`src/rtl/sb_bus_arbiter.sv`:
```
// sb_bus_arbiter: shares the iCE40UP hard-IP system bus between two fabric
// requesters (R0, R1). One SB transaction at a time, round-robin under
// contention, registered outputs throughout.
//
// Optional feature macro: SB_TIMEOUT_EN
//   defined   - an 8-bit strobe watchdog aborts a transaction after
//               TIMEOUT_CYCLES strobe cycles without SB_ACK and flags Rn_ERR
//               alongside Rn_DONE.
//   undefined - BUS waits indefinitely for SB_ACK; R0_ERR/R1_ERR are tied 0.
//
// state   | meaning
// --------+---------------------------------------------------------------
// IDLE    | no transaction; arbitrate pending requests, latch the winner
// BUS     | SB_STB high, address/data/direction held, waiting for SB_ACK
// DONE    | owner's DONE pulse; SB_STB low (mandatory idle strobe cycle)

module sb_bus_arbiter #(
    parameter int unsigned TIMEOUT_CYCLES = 255
) (
    input  logic       SBCLKI,
    input  logic       RST,

    input  logic       R0_REQ,
    input  logic       R0_WE,
    input  logic [7:0] R0_ADR,
    input  logic [7:0] R0_WDAT,
    output logic       R0_DONE,
    output logic [7:0] R0_RDAT,
    output logic       R0_ERR,

    input  logic       R1_REQ,
    input  logic       R1_WE,
    input  logic [7:0] R1_ADR,
    input  logic [7:0] R1_WDAT,
    output logic       R1_DONE,
    output logic [7:0] R1_RDAT,
    output logic       R1_ERR,

    output logic       SB_STB,
    output logic       SB_RW,
    output logic [7:0] SB_ADR,
    output logic [7:0] SB_WDAT,
    input  logic [7:0] SB_RDAT,
    input  logic       SB_ACK
);

    typedef enum logic [1:0] {
        ST_IDLE = 2'd0,
        ST_BUS  = 2'd1,
        ST_DONE = 2'd2
    } state_t;

    state_t     state_q, state_d;

    // last_grant_q doubles as the owner of the transaction in flight:
    // 0 = R0, 1 = R1. Resets to 1 so R0 wins the first contention.
    logic       last_grant_q, last_grant_d;

    logic       stb_q,  stb_d;
    logic       rw_q,   rw_d;
    logic [7:0] adr_q,  adr_d;
    logic [7:0] wdat_q, wdat_d;

    logic [7:0] r0_rdat_q, r0_rdat_d;
    logic [7:0] r1_rdat_q, r1_rdat_d;
    logic       r0_done_q, r0_done_d;
    logic       r1_done_q, r1_done_d;

    logic       win;

`ifdef SB_TIMEOUT_EN
    // Last count value before the abort fires; the counter starts at 0 on
    // the first strobe cycle, so abort happens on strobe cycle TIMEOUT_CYCLES.
    localparam logic [7:0] TMO_LAST = 8'(TIMEOUT_CYCLES - 1);

    logic [7:0] tmo_cnt_q, tmo_cnt_d;
    logic       r0_err_q,  r0_err_d;
    logic       r1_err_q,  r1_err_d;
`endif

    // State register and all registered outputs; reset clears everything at once.
    always_ff @(posedge SBCLKI or posedge RST) begin
        if (RST) begin
            state_q      <= ST_IDLE;
            last_grant_q <= 1'b1;
            stb_q        <= 1'b0;
            rw_q         <= 1'b0;
            adr_q        <= 8'h00;
            wdat_q       <= 8'h00;
            r0_rdat_q    <= 8'h00;
            r1_rdat_q    <= 8'h00;
            r0_done_q    <= 1'b0;
            r1_done_q    <= 1'b0;
`ifdef SB_TIMEOUT_EN
            tmo_cnt_q    <= 8'h00;
            r0_err_q     <= 1'b0;
            r1_err_q     <= 1'b0;
`endif
        end else begin
            state_q      <= state_d;
            last_grant_q <= last_grant_d;
            stb_q        <= stb_d;
            rw_q         <= rw_d;
            adr_q        <= adr_d;
            wdat_q       <= wdat_d;
            r0_rdat_q    <= r0_rdat_d;
            r1_rdat_q    <= r1_rdat_d;
            r0_done_q    <= r0_done_d;
            r1_done_q    <= r1_done_d;
`ifdef SB_TIMEOUT_EN
            tmo_cnt_q    <= tmo_cnt_d;
            r0_err_q     <= r0_err_d;
            r1_err_q     <= r1_err_d;
`endif
        end
    end

    // Arbitration, transaction sequencing and next values of every output.
    always_comb begin
        state_d      = state_q;
        last_grant_d = last_grant_q;
        stb_d        = stb_q;
        rw_d         = rw_q;
        adr_d        = adr_q;
        wdat_d       = wdat_q;
        r0_rdat_d    = r0_rdat_q;
        r1_rdat_d    = r1_rdat_q;
        r0_done_d    = 1'b0;
        r1_done_d    = 1'b0;
        win          = 1'b0;
`ifdef SB_TIMEOUT_EN
        tmo_cnt_d    = tmo_cnt_q;
        r0_err_d     = 1'b0;
        r1_err_d     = 1'b0;
`endif

        case (state_q)
            ST_IDLE: begin
                if (R0_REQ || R1_REQ) begin
                    // Single requester wins outright; under contention the
                    // one that did not have the bus last goes next.
                    if (R0_REQ && R1_REQ) begin
                        win = ~last_grant_q;
                    end else begin
                        win = R1_REQ;
                    end
                    last_grant_d = win;
                    stb_d        = 1'b1;
                    rw_d         = win ? R1_WE   : R0_WE;
                    adr_d        = win ? R1_ADR  : R0_ADR;
                    wdat_d       = win ? R1_WDAT : R0_WDAT;
                    state_d      = ST_BUS;
`ifdef SB_TIMEOUT_EN
                    tmo_cnt_d    = 8'h00;
`endif
                end
            end

            ST_BUS: begin
                // Ack takes priority over a timeout landing in the same cycle.
                if (SB_ACK) begin
                    if (!rw_q) begin
                        if (last_grant_q) begin
                            r1_rdat_d = SB_RDAT;
                        end else begin
                            r0_rdat_d = SB_RDAT;
                        end
                    end
                    stb_d     = 1'b0;
                    r0_done_d = ~last_grant_q;
                    r1_done_d = last_grant_q;
                    state_d   = ST_DONE;
                end
`ifdef SB_TIMEOUT_EN
                else if (tmo_cnt_q == TMO_LAST) begin
                    stb_d     = 1'b0;
                    r0_done_d = ~last_grant_q;
                    r1_done_d = last_grant_q;
                    r0_err_d  = ~last_grant_q;
                    r1_err_d  = last_grant_q;
                    state_d   = ST_DONE;
                end else begin
                    tmo_cnt_d = tmo_cnt_q + 8'h01;
                end
`endif
            end

            ST_DONE: begin
                // SB_STB is already low here, giving the idle strobe cycle
                // the hard IP needs between transactions.
                state_d = ST_IDLE;
            end

            default: begin
                state_d = ST_IDLE;
                stb_d   = 1'b0;
            end
        endcase
    end

    assign SB_STB  = stb_q;
    assign SB_RW   = rw_q;
    assign SB_ADR  = adr_q;
    assign SB_WDAT = wdat_q;
    assign R0_DONE = r0_done_q;
    assign R1_DONE = r1_done_q;
    assign R0_RDAT = r0_rdat_q;
    assign R1_RDAT = r1_rdat_q;

`ifdef SB_TIMEOUT_EN
    assign R0_ERR  = r0_err_q;
    assign R1_ERR  = r1_err_q;
`else
    assign R0_ERR  = 1'b0;
    assign R1_ERR  = 1'b0;
`endif

endmodule

```
`config.mk`:
```
export PLATFORM = sky130hd
export DESIGN_NAME = sb_bus_arbiter
export DESIGN_NICKNAME = d
export VERILOG_FILES = /design/src/rtl/sb_bus_arbiter.sv
export SDC_FILE = /design/constraint.sdc
export NUM_CORES = 1
export LEC_CHECK = 0
export CAP_MARGIN = 20
export CORE_MARGIN = 2
export CORE_UTILIZATION = 44
export CTS_CLUSTER_SIZE = 10
export DETAILED_ROUTE_END_ITERATION = 7
export MAX_ROUTING_LAYER = met4
export PLACE_DENSITY_LB_ADDON = 0.1
export SYNTH_ARGS = -nofsm -noshare
export SYNTH_HDL_FRONTEND = slang
export SYNTH_SLANG_ARGS = --single-unit
```
`constraint.sdc`:
```
create_clock -name SBCLKI -period 4.3 [get_ports SBCLKI]
set_input_delay 1.29 -clock SBCLKI [delete_from_list [all_inputs] [get_ports SBCLKI]]
set_output_delay 1.29 -clock SBCLKI [all_outputs]
set_load 0.005 [all_outputs]
```
# Word-level counts from Yosys, hierarchy flattened
# Cells that the tools add are included.
op_classes:
  bitwise: 3
  reduce_logical: 8
  muxes: 16
  eq_ne: 4
op_table:
  columns: ["cell", "n"]
  rows:
  - ["$mux W8", 2]
  - ["$mux W1", 10]
  - ["$reduce_and A4 Y1", 2]
  - ["$mux W2", 2]
  - ["$ne A2 B2 Y1 const B", 2]
  - ["$pmux W2 S2", 1]
  - ["$reduce_and A2 Y1", 2]
  - ["$not A1 Y1", 3]
  - ["$pmux W1 S3", 1]
  - ["$reduce_and A3 Y1", 1]
  - ["$eq A2 B1 Y1 const B", 1]
  - ["$eq A2 B2 Y1 const B", 1]
  - ["$logic_not A2 Y1", 1]
  - ["$logic_and A1 B1 Y1", 1]
  - ["$logic_or A1 B1 Y1", 1]
word_totals:
  input_bits: 47
  wordCells: 41
  reg_bits: 39
  output_inout_bits: 38

# Longest topological paths before layout
# Gate-level depths: netlist (run 1).
logic_depth:
  ltp_word: 5
  mapped_depth: 5
  ltp_nobuf: 3

# Worst setup path before layout (run 1)
# OpenSTA, ideal clock, no wires.
synth_path:
  path_kind: "input to register"
  from: "in R1_REQ"
  to: "reg adr_q[3], in the netlist SB_ADR[3]"
  path_stages: 5
  required_ns: 4.175
  slack_ns: 1.896
  setup_time_ns: 0.125
  n_path_buf: 2
  arrival_ns: 2.279
  path_cell_list: "a21bo_1 -> buf_6 -> buf_12 -> mux2_4 -> mux2_4"
synth_via:
  elab_chain_len: 5
  elab_cells_between_ends: 7
  classes_between: "mux (4); reduce/logical (3)"
synth_rtl:
  columns: ["item", "line_no", "rtl"]
  rows:
  - ["start: declaration", "31", "input logic R1_REQ,"]
  - ["$logic_and A1 B1 Y1", "142", "if (R0_REQ && R1_REQ) begin"]
  - ["$mux W1", "142", null]
  - ["$mux W1", "139", "if (R0_REQ || R1_REQ) begin"]
  - ["$mux W1", "137", "case (state_q)"]
  - ["$mux W8", "150", "adr_d = win ? R1_ADR : R0_ADR;"]
  - ["end signal: assignment", "104", "adr_q <= adr_d;"]
  - ["end: declaration", "61", "logic [7:0] adr_q, adr_d;"]
# Several ways; a longest one is shown, not always the timed one. The select of a mux whose other input is x is not followed.
# A chain may end at the register's enable or synchronous reset.

# Final worst setup path (run 1)
layout_path:
  from: "in R1_REQ"
  to: "reg adr_q[7], in the netlist SB_ADR[7]"
# The elaborated chain is that of the path after synthesis.

==> metrics.md, run 1 <==
| Metric | Value |
|---|---|
| IO Pins | `85` |
| All-Layer GR Usage | `17.61%` |
| DRT antenna net count | `0` |
| CP Data Required Time | `4.47 ns` |
| Worst setup SP type | `primary input` |
| TritonCTS buffer count | `5` |
| Port Buffer Count | `82` |
| R2r setup slk | `2.26 ns` |
| Crit end category | `register` |
| Hold path depth | `1` |
| Starting density of the core | `45.22%` |
| Routed vias/inst | `4.811` |
| Clock sinks | `39` |
| Hold path startpoint | `SB_STB` |
| WHS | `0.4935 ns` |
| Cells on worst reg2reg path | `3` |
| N_diodes | `0` |
| Met2 Track Usage GR | `30.39%` |
| First-pass GRT wire length | `5706 um` |
| Worst Hold Path EP | `SB_STB` |
| DR WL/cell | `14.76 um` |
| Worst-margin pin slew | `0.8750 ns` |
| Sequential cell area | `977.2 um^2` |
| Final worst slack | `1.363 ns` |
| FP Rows | `23` |
| Post-synthesis sequential area ratio | `54.81%` |
| 1st-iter DRT viols | `36` |
| Post-synth EDFFs | `0` |
| Post-synth top area share | `53.33%` |
| Ys async rst share | `100.0%` |
| Remaining global-route overflow | `0` |
| Leak Pwr | `0.001202 uW` |
| Final #Nets | `245` |
| Max Transition Viols Final | `0` |
| Outcome | `finished, final reports clean` |
| WS Path Type | `in -> reg` |
| Core Region | `3943 um^2` |
| PwrDens | `634.9 nW/um^2` |
| Min-Delay Path Class | `reg -> reg` |
| Yosys cell types | `21` |
| Count leader, synth | `dfrtp_1` |
| Most used DFF post-synth | `dfrtp_1` |
| Initial antenna violation count | `0` |
| CTS tree | `done` |
| DIE HEIGHT | `67.66 um` |
| YS warnings | `0` |
| Clock Root Buffer | `clkbuf_8` |
| Avg Inst Size Synth | `15.78 um^2` |
| Via Count | `1198` |
| Max-cap violations | `0` |
| FF-to-FF End | `SB_ADR[7]` |
| FF+latch count, synth | `39` |
| Fillers | `263` |
| Slew margin rel. | `41.60%` |
| Crit path arrival time | `3.11 ns` |
| Fin. Hold Viols | `0` |
| RSZ-0062 raised after global routing | `no` |
| Number of gates resized after cts | `0` |
| Total Routed Length | `3674 um` |
| Area of the multi-input gates | `742.0 um^2` |
| Max Clk Rate | `0.3405 GHz` |
| Post-CTS setup buffers | `0` |
| H-tree levels | `2` |
| Post-DP HPWL | `2801 um` |
| Layout area overhead | `53.75%` |
| Synth area leaders | `dfrtp_1, mux2_2, mux2_4` |
| Vias in the first global route | `1276` |
| Die width | `67.66 um` |
| Largest net degree at the start of global routing | `25` |
| Setup TNS Final | `0 ns` |
| Clock buffer depth | `2` |
| Worst-Skew Late Latency | `0.29 ns` |
| Placer congestion estimate | `0.6625` |
| Gr busiest metal | `met2` |
| Final min period | `2.937 ns` |
| Detailed-route DRC error count | `0` |
| DP Worst Slack | `1.040 ns` |
| Largest area contributor in the netlist | `dfrtp_1` |
| Worst R2R Start | `last_grant_q` |
| Peak VDD IR | `0.3389 mV` |
| Final Skew | `0.008933 ns` |
| Layout cells sized above 1 | `32.66%` |
| Clock-pin slew on the worst setup and hold paths | `0.07 ns` |
| Die footprint | `4577 um^2` |
| List of most frequent post-synthesis cells | `dfrtp_1, mux2_2, mux2_4` |
| Period utilisation layout | `68.30%` |
| Grt met3 use | `5.667%` |
| Met1 Use GR | `19.89%` |
| Worst Path Max Fanout | `18` |
| First drt pass iteration count | `3` |
| Netlist Area Pre-Place | `1783 um^2` |
| Final setup viols | `0` |
| Post-CTS Hold Fix Bufs | `0` |
| Gate Count Post-Synth | `113` |
[registers in the layout (all words and copies together), names as in the netlist, 2 cells and up]
register,count
R0_RDAT,8
R1_RDAT,8
SB_ADR,8
SB_WDAT,8
state_q,2
[where the power goes]
part	switching, uW	internal [uW]	total (uW)
clock	125	173	297
sequential	103	551	654
combinational	231	558	789
total	459	1280	1740
[metrics by stage]
step / area (um^2) / utilization (%) / total power (uW) / std cells
after floorplan: 1787 / - / 1020 / 114
after global placement: 2629 / 66.68 / 1428 / 241
after detailed placement: 2629 / 66.68 / 1459 / 241
after CTS: 2741 / 69.53 / 1767 / 249
after global routing: 2741 / 69.53 / 1848 / 249
final: 2741 / 69.53 / 1741 / 249
[cells by family (layout without fill, tap and decap cells)]
| family | after synthesis | after routing | share of synthesized area, % |
|---|---|---|---|
| muxes | 51 | 51 | 35.93 |
| DFF | 39 | 39 | 54.81 |
| buffers and inverters | 10 | 95 | 4.070 |
| and+or+nand+nor | 9 | 9 | 3.720 |
| AOI/OAI and AO/OA | 3 | 3 | 1.263 |
| other | 1 | 2 | 0.2103 |
[layout make-up]
type,count,area share (%)
clock buffers,5,2.510
clock inverters,3,1.597
inverters,3,0.4108
multi-input cells,65,27.07
flip-flops and latches,39,35.65
well taps,50,2.282
repair buffers,84,30.49
[worst max path at each step]
| stage | slack [ns] | cells after the start | startpoint | end |
|---|---|---|---|---|
| after floorplan | 1.90 | 5 | R1_REQ | SB_ADR[3] |
| after global placement | 1.09 | 4 | R1_REQ | SB_WDAT[2] |
| after detailed placement | 1.04 | 4 | R1_REQ | SB_ADR[7] |
| after CTS | 1.35 | 4 | R1_REQ | SB_ADR[7] |
| after global routing | 1.26 | 4 | R1_REQ | SB_ADR[5] |
| final | 1.36 | 4 | R1_REQ | SB_ADR[7] |
[worst max-delay path, cell delays in order]
cell and delay (ns):
clkdlybuf4s50_1 0.41, a21bo_1 0.73, mux2_2 0.41, mux2_2 0.26
[cell usage in the layout (no fill, tap or decap), drive strengths merged]
cell,count
clkdlybuf4s50,82
nor3,2
a21bo,1
mux2,50
nor3b,1
or2,1
dfstp,1
dfrtp,38
or3,1
bufinv,1
clkbuf,5
buf,2
o21ai,1
nand3b,1
inv,3
conb,2
mux2i,1
o21a,1
clkinv,2
nor2,3
[routing by layer]
layer	up-vias	wire length, um
li1	561	-
met1	583	1475
met2	49	1858
met3	5	311
met4	0	28
met5	-	0
No activity file was read; power rests on OpenSTA's default activity.
==> run 2: changes to the inputs <==
--- a/config.mk
+++ b/config.mk
@@ -7,7 +7,7 @@
 export LEC_CHECK = 0
 export CAP_MARGIN = 20
 export CORE_MARGIN = 2
-export CORE_UTILIZATION = 44
+export CORE_UTILIZATION = 40
 export CTS_CLUSTER_SIZE = 10
 export DETAILED_ROUTE_END_ITERATION = 7
 export MAX_ROUTING_LAYER = met4
==> constraint.sdc (replaced) <==
create_clock -name SBCLKI -period 2.8 [get_ports SBCLKI]
set_input_delay 0.84 -clock SBCLKI [delete_from_list [all_inputs] [get_ports SBCLKI]]
set_output_delay 0.84 -clock SBCLKI [all_outputs]
set_load 0.005 [all_outputs]
==> run 2 against run 1 <==
Register-to-register slack worse by 1.1 ns. Sequential power rose by 53%. Final cell count up 2.4%. Sequential share of layout area down 0.47 points. Critical path type unchanged.
==> metrics.md, run 2 (synthesis results as in run 1) <==
| Metric | Value |
|---|---|
| Max Clk Rate | `0.4574 GHz` |
| Final setup viols | `0 (unchanged)` |
| Vias in the first global route | `1273 (-0.24%)` |
| R2r setup slk | `1.14 ns (-1.12 ns)` |
| Crit path arrival time | `2.36 ns (-0.75 ns)` |
| Worst Path Max Fanout | `8 (-10)` |
| Detailed-route DRC error count | `0 (unchanged)` |
| Fin util | `64.24% (-5.3 points)` |
| CP Launch Point | `SB_ACK` |
| Port Buffer Count | `82 (unchanged)` |
| FP Rows | `24 (+4.3%)` |
| Sequential cell area | `977.2 um^2 (unchanged)` |
| Final Skew | `0.004847 ns (-0.004086 ns)` |
| Number of gates resized after cts | `0 (unchanged)` |
| Starting density of the core | `41.23% (-4.0 points)` |
| FF-to-FF End | `SB_ADR[4]` |
| Worst setup SP type | `primary input` |
| CTS tree | `done` |
| TritonCTS buffer count | `5 (unchanged)` |
| CP Data Required Time | `2.97 ns (-1.50 ns)` |
| First drt pass iteration count | `3 (unchanged)` |
| Setup TNS Final | `0 ns (unchanged)` |
| Post-CTS Hold Fix Bufs | `0 (unchanged)` |
| Clock-pin slew on the worst setup and hold paths | `0.07 ns (about the same)` |
| Fillers | `336 (+28%)` |
| DR WL/cell | `15.30 um (+3.7%)` |
| Peak VDD IR | `0.5340 mV (+58%)` |
| Final min period | `2.186 ns` |
| Commonest cells after routing, fill and taps aside | `clkdlybuf4s50_1, dfrtp_1, mux2_2` |
| Commonest non-fill, non-tap cell in the layout | `clkdlybuf4s50_1` |
| Period utilisation layout | `78.08%` |
| Clock Root Buffer | `clkbuf_8` |
| Remaining global-route overflow | `0 (unchanged)` |
| WHS | `0.4956 ns (+0.002072 ns)` |
| Layout area overhead | `55.79%` |
| Max Transition Viols Final | `0 (unchanged)` |
| All-Layer GR Usage | `16.80% (-0.81 points)` |
| Cells on worst reg2reg path | `4 (+1)` |
| Worst R2R Start | `last_grant_q` |
| N_diodes | `0 (unchanged)` |
| DRT antenna net count | `0 (unchanged)` |
| Via Count | `1216 (+1.5%)` |
| WS Path Type | `in -> reg` |
| IO Pins | `85 (unchanged)` |
| Post-DP HPWL | `2981 um (+6.4%)` |
| Die footprint | `5008 um^2 (+9.4%)` |
| First-pass GRT wire length | `6223 um (+9.1%)` |
| Layout cells sized above 1 | `33.50% (+0.83 points)` |
| Total Routed Length | `3902 um (+6.2%)` |
| Final worst slack | `0.6137 ns (-0.7493 ns)` |
| H-tree levels | `2 (unchanged)` |
| Min-Delay Path Class | `reg -> reg` |
| Placer congestion estimate | `0.7234 (+9.2%)` |
| Leak Pwr | `0.001221 uW (+1.6%)` |
| Final #Nets | `249 (+1.6%)` |
| DP Worst Slack | `0.2950 ns (-0.7450 ns)` |
| Core Region | `4324 um^2 (+9.7%)` |
| Max-cap violations | `0 (unchanged)` |
| Initial antenna violation count | `0 (unchanged)` |
| PwrDens | `947.6 nW/um^2 (+49%)` |
| Worst-Skew Late Latency | `0.29 ns (about the same)` |
| Clock buffer depth | `2 (unchanged)` |
| Crit path to | `R1_RDAT[5]` |
| 1st-iter DRT viols | `45 (+25%)` |
| DIE HEIGHT | `70.77 um (+4.6%)` |
| Routed vias/inst | `4.769 (-0.89%)` |
| RSZ-0062 raised after global routing | `no` |
| Post-CTS setup buffers | `0 (unchanged)` |
| Fin. Hold Viols | `0 (unchanged)` |
| Outcome | `finished, final reports clean` |
| Die width | `70.77 um (+4.6%)` |
| Clock sinks | `39 (unchanged)` |
| Area of the multi-input gates | `742.0 um^2 (unchanged)` |
| Largest net degree at the start of global routing | `32 (+28%)` |
| Crit end category | `register` |
==> run 2: cell count changes in the layout (fill, tap and decap cells not counted), sizes merged <==
cell and delta:
buf +4, bufinv -1, clkbuf +2, clkinv -1
==> run 2: per-layer routing <==
| metal | part of all wire, % | vias up | wire length (um) | track usage, % |
|---|---|---|---|---|
| met3 | 5.9 | 2 | 232 | 4.986 |
| met2 | 52 | 46 | 2045 | 27.93 |
| li1 | - | 568 | - | - |
| met5 | 0 | - | 0 | - |
| met1 | 41 | 600 | 1610 | 19.74 |
| met4 | 0.36 | 0 | 14 | 5.031 |
==> run 2: worst max-delay path, cell delays in order <==
cell and delay (ns):
clkdlybuf4s50_1 0.55, nand3b_4 0.12, or3_1 0.50, mux2_2 0.34
==> run 2: report_power, final <==
part	internal (uW)	switching, uW
logic	886	358
registers	846	157
clock network	199	187
total	1930	702
==> run 2: layout make-up <==
class,count,share of cell area (%)
Clock buffer,7,3.108
Clock inverter,1,0.1802
Inverter,3,0.4054
Multi-Input combinational cell,65,26.71
Sequential cell,39,35.18
Tap cell,52,2.342
Timing Repair Buffer,88,32.07
==> run 2: worst min path at each step <==
stage / cells past startpoint / slack (ns) / endpoint / startpoint
floorplan: 1 / 0.49 / R0_DONE / last_grant_q
global placement: 1 / 0.48 / SB_STB / SB_STB
detailed placement: 1 / 0.48 / SB_STB / SB_STB
CTS: 1 / 0.50 / SB_STB / SB_STB
global route: 1 / 0.52 / R1_RDAT[2] / R1_RDAT[2]
finish: 1 / 0.50 / SB_STB / SB_STB
==> run 2: per-stage QoR <==
step	std cells	total power [uW]	area, um^2
floorplan	114	1567	1787
global placement	247	2235	2686
detailed placement	247	2273	2686
CTS	255	2668	2778
global route	255	2789	2778
finish	255	2632	2778
